`config.mk`:
```
export PLATFORM = sky130hd
export DESIGN_NAME = load_store_unit
export DESIGN_NICKNAME = d
export VERILOG_FILES = /design/src/rtl/load_store_unit_pkg.sv /design/src/rtl/lsu_timeout_counter.sv /design/src/rtl/load_store_unit.sv
export SDC_FILE = /design/constraint.sdc
export NUM_CORES = 1
export LEC_CHECK = 0
export BUFFER_PORTS_ARGS = -buffer_cell sky130_fd_sc_hd__buf_2
export CORE_UTILIZATION = 40
export CTS_BUF_LIST = sky130_fd_sc_hd__clkbuf_4 sky130_fd_sc_hd__clkbuf_8 sky130_fd_sc_hd__clkbuf_16
export DETAILED_ROUTE_END_ITERATION = 7
export PLACE_DENSITY_LB_ADDON = 0.1
export SETUP_SLACK_MARGIN = 0.2
export SKIP_CTS_REPAIR_TIMING = 1
export SLEW_MARGIN = 10
export SYNTH_ARGS = -nofsm -noshare
export SYNTH_HDL_FRONTEND = slang
export SYNTH_SLANG_ARGS = --single-unit
```
`constraint.sdc`:
```
create_clock -name clk -period 4.6 [get_ports clk]
set_input_delay 0.23 -clock clk [delete_from_list [all_inputs] [get_ports clk]]
set_output_delay 0.23 -clock clk [all_outputs]
set_load 0.01 [all_outputs]
```
`src/rtl/load_store_unit_pkg.sv`:
```
// Shared GPU definitions: LSU state encoding, core phase codes,
// and the default memory timeout.
package load_store_unit_pkg;

  typedef enum logic [1:0] {
    LSU_IDLE       = 2'b00,
    LSU_REQUESTING = 2'b01,
    LSU_WAITING    = 2'b10,
    LSU_DONE       = 2'b11
  } lsu_state_t;

  localparam logic [2:0] CORE_REQUEST = 3'b011;
  localparam logic [2:0] CORE_UPDATE  = 3'b110;

  localparam int TIMEOUT_DEFAULT = 255;

endpackage

```
`src/rtl/lsu_timeout_counter.sv`:
```
// Saturating 8-bit wait counter; expired flags the wait cycle
// whose increment would reach LIMIT.
module lsu_timeout_counter
  import load_store_unit_pkg::*;
#(
  parameter int LIMIT = TIMEOUT_DEFAULT
) (
  input  logic clk,
  input  logic reset,
  input  logic clear,
  input  logic count_en,
  output logic expired
);

  localparam logic [7:0] LAST = 8'(LIMIT - 1);

  logic [7:0] count;

  always_ff @(posedge clk) begin
    if (reset || clear)
      count <= '0;
    else if (count_en && count != 8'hff)
      count <= count + 8'd1;
  end

  // Qualified by count_en so a same-cycle ready always wins.
  assign expired = count_en && (count >= LAST);

endmodule

```
`src/rtl/load_store_unit.sv`:
```
// Per-thread load/store unit: one memory access per core
// REQUEST phase, result held for the UPDATE phase.
module load_store_unit
  import load_store_unit_pkg::*;
#(
  parameter int DATA_BITS      = 8,
  parameter int ADDR_BITS      = 8,
  parameter int TIMEOUT_CYCLES = TIMEOUT_DEFAULT
) (
  input  logic                 clk,
  input  logic                 reset,
  input  logic                 enable,
  input  logic [2:0]           core_state,
  input  logic                 decoded_mem_read_enable,
  input  logic                 decoded_mem_write_enable,
  input  logic [7:0]           rs,
  input  logic [7:0]           rt,
  output logic                 mem_read_valid,
  output logic [ADDR_BITS-1:0] mem_read_address,
  input  logic                 mem_read_ready,
  input  logic [DATA_BITS-1:0] mem_read_data,
  output logic                 mem_write_valid,
  output logic [ADDR_BITS-1:0] mem_write_address,
  output logic [DATA_BITS-1:0] mem_write_data,
  input  logic                 mem_write_ready,
  output logic [1:0]           lsu_state,
  output logic [DATA_BITS-1:0] lsu_out,
  output logic                 lsu_error
);

  lsu_state_t state;
  lsu_state_t state_nx;

  logic op_read;
  logic start;
  logic ready_hit;
  logic count_en;
  logic timer_clear;
  logic expired;

  lsu_timeout_counter #(
    .LIMIT(TIMEOUT_CYCLES)
  ) u_timeout (
    .clk     (clk),
    .reset   (reset),
    .clear   (timer_clear),
    .count_en(count_en),
    .expired (expired)
  );

  always_comb begin
    start = enable
      && core_state == CORE_REQUEST
      && (decoded_mem_read_enable
          || decoded_mem_write_enable);
    ready_hit = op_read ? mem_read_ready
                        : mem_write_ready;
    count_en    = (state == LSU_WAITING) && !ready_hit;
    timer_clear = (state == LSU_REQUESTING);
    state_nx    = state;
    unique case (state)
      LSU_IDLE:
        if (start) state_nx = LSU_REQUESTING;
      LSU_REQUESTING:
        state_nx = LSU_WAITING;
      LSU_WAITING:
        if (ready_hit || expired) state_nx = LSU_DONE;
      LSU_DONE:
        if (core_state == CORE_UPDATE) state_nx = LSU_IDLE;
      default:
        state_nx = LSU_IDLE;
    endcase
  end

  always_ff @(posedge clk) begin
    if (reset)
      state <= LSU_IDLE;
    else
      state <= state_nx;
  end

  always_ff @(posedge clk) begin
    if (reset) begin
      op_read           <= 1'b0;
      mem_read_valid    <= 1'b0;
      mem_read_address  <= '0;
      mem_write_valid   <= 1'b0;
      mem_write_address <= '0;
      mem_write_data    <= '0;
      lsu_out           <= '0;
      lsu_error         <= 1'b0;
    end else begin
      unique case (state)
        LSU_IDLE: begin
          // Read wins when both decode flags are set.
          if (start) op_read <= decoded_mem_read_enable;
        end
        LSU_REQUESTING: begin
          lsu_error <= 1'b0;
          if (op_read) begin
            mem_read_valid   <= 1'b1;
            mem_read_address <= rs[ADDR_BITS-1:0];
          end else begin
            mem_write_valid   <= 1'b1;
            mem_write_address <= rs[ADDR_BITS-1:0];
            mem_write_data    <= rt[DATA_BITS-1:0];
          end
        end
        LSU_WAITING: begin
          if (ready_hit) begin
            mem_read_valid  <= 1'b0;
            mem_write_valid <= 1'b0;
            if (op_read) lsu_out <= mem_read_data;
          end else if (expired) begin
            mem_read_valid  <= 1'b0;
            mem_write_valid <= 1'b0;
            lsu_error       <= 1'b1;
          end
        end
        default: begin
        end
      endcase
    end
  end

  assign lsu_state = state;

endmodule

```
==> qor.txt <==
Buffers on Ports - 70
Predominant post-synthesis flop cell - dfxtp_1
Tot Pwr - 988 uW
Largest net degree at the start of global routing - 40
Routed WL - 4150 um
Routed Antenna Nets - 0
Clock power frac - 26.0%
Initial cell density of the core - 43.0%
Max-cap violations - 0
Slew Limit Headroom - 27.3%
Synth Instances - 225
Max FO, Critical Path - 16
TritonCTS Sinks - 46
Syn Nets - 266
Drt drc - 0
Netlist cell types - 30
WP buf/inv - 1
Period utilisation layout - 42.7%
Sw Pwr - 325 uW
Sequential power share - 47.2%
CP Launch Type - flop
RSZ-0062 raised after global routing - false
Vias per cell - 4.88
Worst slew pin tran - 1090 ps
Highest-delay cell along the critical path - nor2b_1
NumNets Final - 331
Iter 0 DRT Violations - 119
Worst-Skew Late Latency - 290 ps
Cell Pwr Density - 413 nW/um2
Int Pwr - 663 uW
Final hold viol count - 0
Layout cell share with drive strength beyond 1 - 30.2%
Inserted Clock Buffers - 5
Syn avg cell area - 8.61 um2
H-tree Lvls - 2
Die area - 5120 um2
Global-route wire length before repair - 6740 um
Critical Setup Path Class - flop to flop
Top delay family on crit path - simple AND/OR/NAND/NOR gates
ANT cells - 0
Synth-to-Final Area Change - 23.6%
Largest family of logic cells by synthesized area - simple AND/OR/NAND/NOR gates
Clk buf depth - 2
Simple-gate share of the synthesized area - 22.4%
Cell Area, Synth - 1940 um2
Maximum VDD drop - 0.168 mV
DRT Pass-1 Iters - 4
CP Cell Sequence - inv_1 > ha_1 > nor2b_1 > nand2_1 > a21oi_1
RD Place Congestion - 0.708
Reg clk slew, reported paths - 80 ps
Post-synthesis xor/xnor area fraction - 1.81%
Antenna violations before repair - 0
Die height - 71.6 um
Number of global-route vias before repair - 1546
Post-Synth Adder-Cell Area - 4.52%
Vias - 1673
Post-route setup slack - 2630 ps
GRT Resource Usage Total - 16.9%
Worst setup EP type - flop
Post-synth EDFFs - 0
CP arrival - 2180 ps
Die W - 71.6 um
Asr flop ratio synth - 0%
CTS tree - built
Dpl ws - 2660 ps
Synth Area in Compound Gates - 13.6%
Routed length per instance - 12.1 um
Setup Viol. Count Final - 0
Sum Neg Setup Slack - 0 ps
Min-delay worst type - primary input to flop
Highest clock rate - 0.509 GHz
Critical Path RT - 4820 ps
Core area - 4500 um2
Pins over their slew limit - 0
Switch share - 32.9%
Delay of the slowest critical-path stage - 870 ps
Top Ports - 71
LEAKAGE - 1.07 nW
Logic pwr share - 26.7%
Yosys reg bits - 46
Outcome - completed
Number of cell rows - 24
Clock skew - 3.17 ps
Multiplexer share of the synthesized area - 6.33%
Clk root buf - clkbuf_8
YS warnings - 0
Global route overflow - 0
Detailed placement HPWL - 2890 um
Final min period - 1970 ps
Sequential area share after synthesis - 47.5%
-- power groups by stage --
stage	clock network (mW)	registers [mW]	logic (mW)
after floorplan	0	0.495	0.159
after global placement	0	0.476	0.264
after detailed placement	0	0.476	0.267
after CTS	0.263	0.467	0.268
after global routing	0.276	0.473	0.300
final	0.257	0.467	0.264
-- registers in the layout, summed over array words and instances (netlist names) --
register           cells
lsu_out                8
mem_read_address       8
mem_write_address      8
mem_write_data         8
u_timeout.count        8
lsu_state              2
lsu_error              1
mem_read_valid         1
mem_write_valid        1
op_read                1
-- final cells by class --
cell class | instances | area (um2)
well taps | 52 | 65.1
repair buffers | 70 | 350
inverters | 5 | 18.8
multi-input cells | 162 | 943
fillers | 440 | 2110
clock inverters | 2 | 12.5
flip-flops and latches | 46 | 921
clock buffers | 6 | 82.6
-- cell usage after synthesis (2+ instances only) --
cell type  instances  share of area, %
or2_2              2              0.65
nor2_1            18               3.5
o21ai_0            7               1.8
nand3_1            4               1.0
ha_1               7               4.5
xnor2_1            3               1.4
nor3_2             3               1.6
or3_1              4               1.3
nand2b_1           2              0.65
clkbuf_1           7               1.4
mux2i_1           10               5.2
dfxtp_1           46                48
inv_1              5              0.97
a21oi_1           32               8.3
buf_1              3              0.58
nand2_1           58                11
-- final timing paths --
path                            depth (start not counted)  slack, ps                         startpoint                                 to
worst max register to register                          5       2630          lsu_state[1]$_SDFFE_PP0P_  mem_write_address[1]$_SDFFE_PP0P_
worst max-delay path                                    5       2630          lsu_state[1]$_SDFFE_PP0P_  mem_write_address[1]$_SDFFE_PP0P_
worst min register to register                          2        450  mem_write_address[0]$_SDFFE_PP0P_  mem_write_address[0]$_SDFFE_PP0P_
worst min-delay path                                    3        160                   mem_read_data[4]            lsu_out[4]$_SDFFE_PP0P_
-- cells in the final DEF, fill, tap and decap left out --
cell type,count
a21oi_1,32
nand4b_1,1
mux2i_4,1
o211ai_2,1
o31ai_1,1
clkinvlp_4,1
mux2i_1,10
and2_1,1
or2_2,2
inv_1,5
nor2_1,18
nand4_1,1
o311ai_4,1
buf_2,70
o21ai_0,7
xnor2_1,3
xor2_1,1
nand2b_1,2
ha_1,7
nor2b_1,1
o2111ai_2,1
o21bai_1,1
dfxtp_1,46
clkbuf_8,6
nand3_1,4
nand4_4,1
or3_1,4
nor3_2,3
clkinv_2,1
nand2_1,58
-- per-layer routing --
layer	track usage (%)	share of wire (%)	vias up
li1	-	-	877
met1	20.6	48	746
met2	27.7	45	46
met3	5.34	6.1	4
met4	6.75	1.0	0
met5	0	0	-
-- logic make-up (layout without fill, tap and decap cells) --
kind of cell	count (synthesis)	after routing
flip-flops	46	46
adder cells (fa/ha/maj)	7	7
multiplexers	11	11
buffers and inverters	17	83
AO/OA/AOI/OAI	44	44
XOR/XNOR	4	4
AND/OR/NAND/NOR	96	96
-- worst min-delay path: stages --
cell and delay [ps]:
buf_2 70, mux2i_1 50, nor2_1 70
-- stage by stage --
stage | area [um2] | cells | util (%) | hold WS, ps
CTS | 2390 | 343 | 53.1 | 160
finish | 2390 | 343 | 53.1 | 164
floorplan | 1940 | 225 | - | 366
global placement | 2300 | 335 | 51.0 | 440
detailed placement | 2300 | 335 | 51.0 | 444
global route | 2390 | 343 | 53.1 | 171
(Power assumes the default switching activity.)
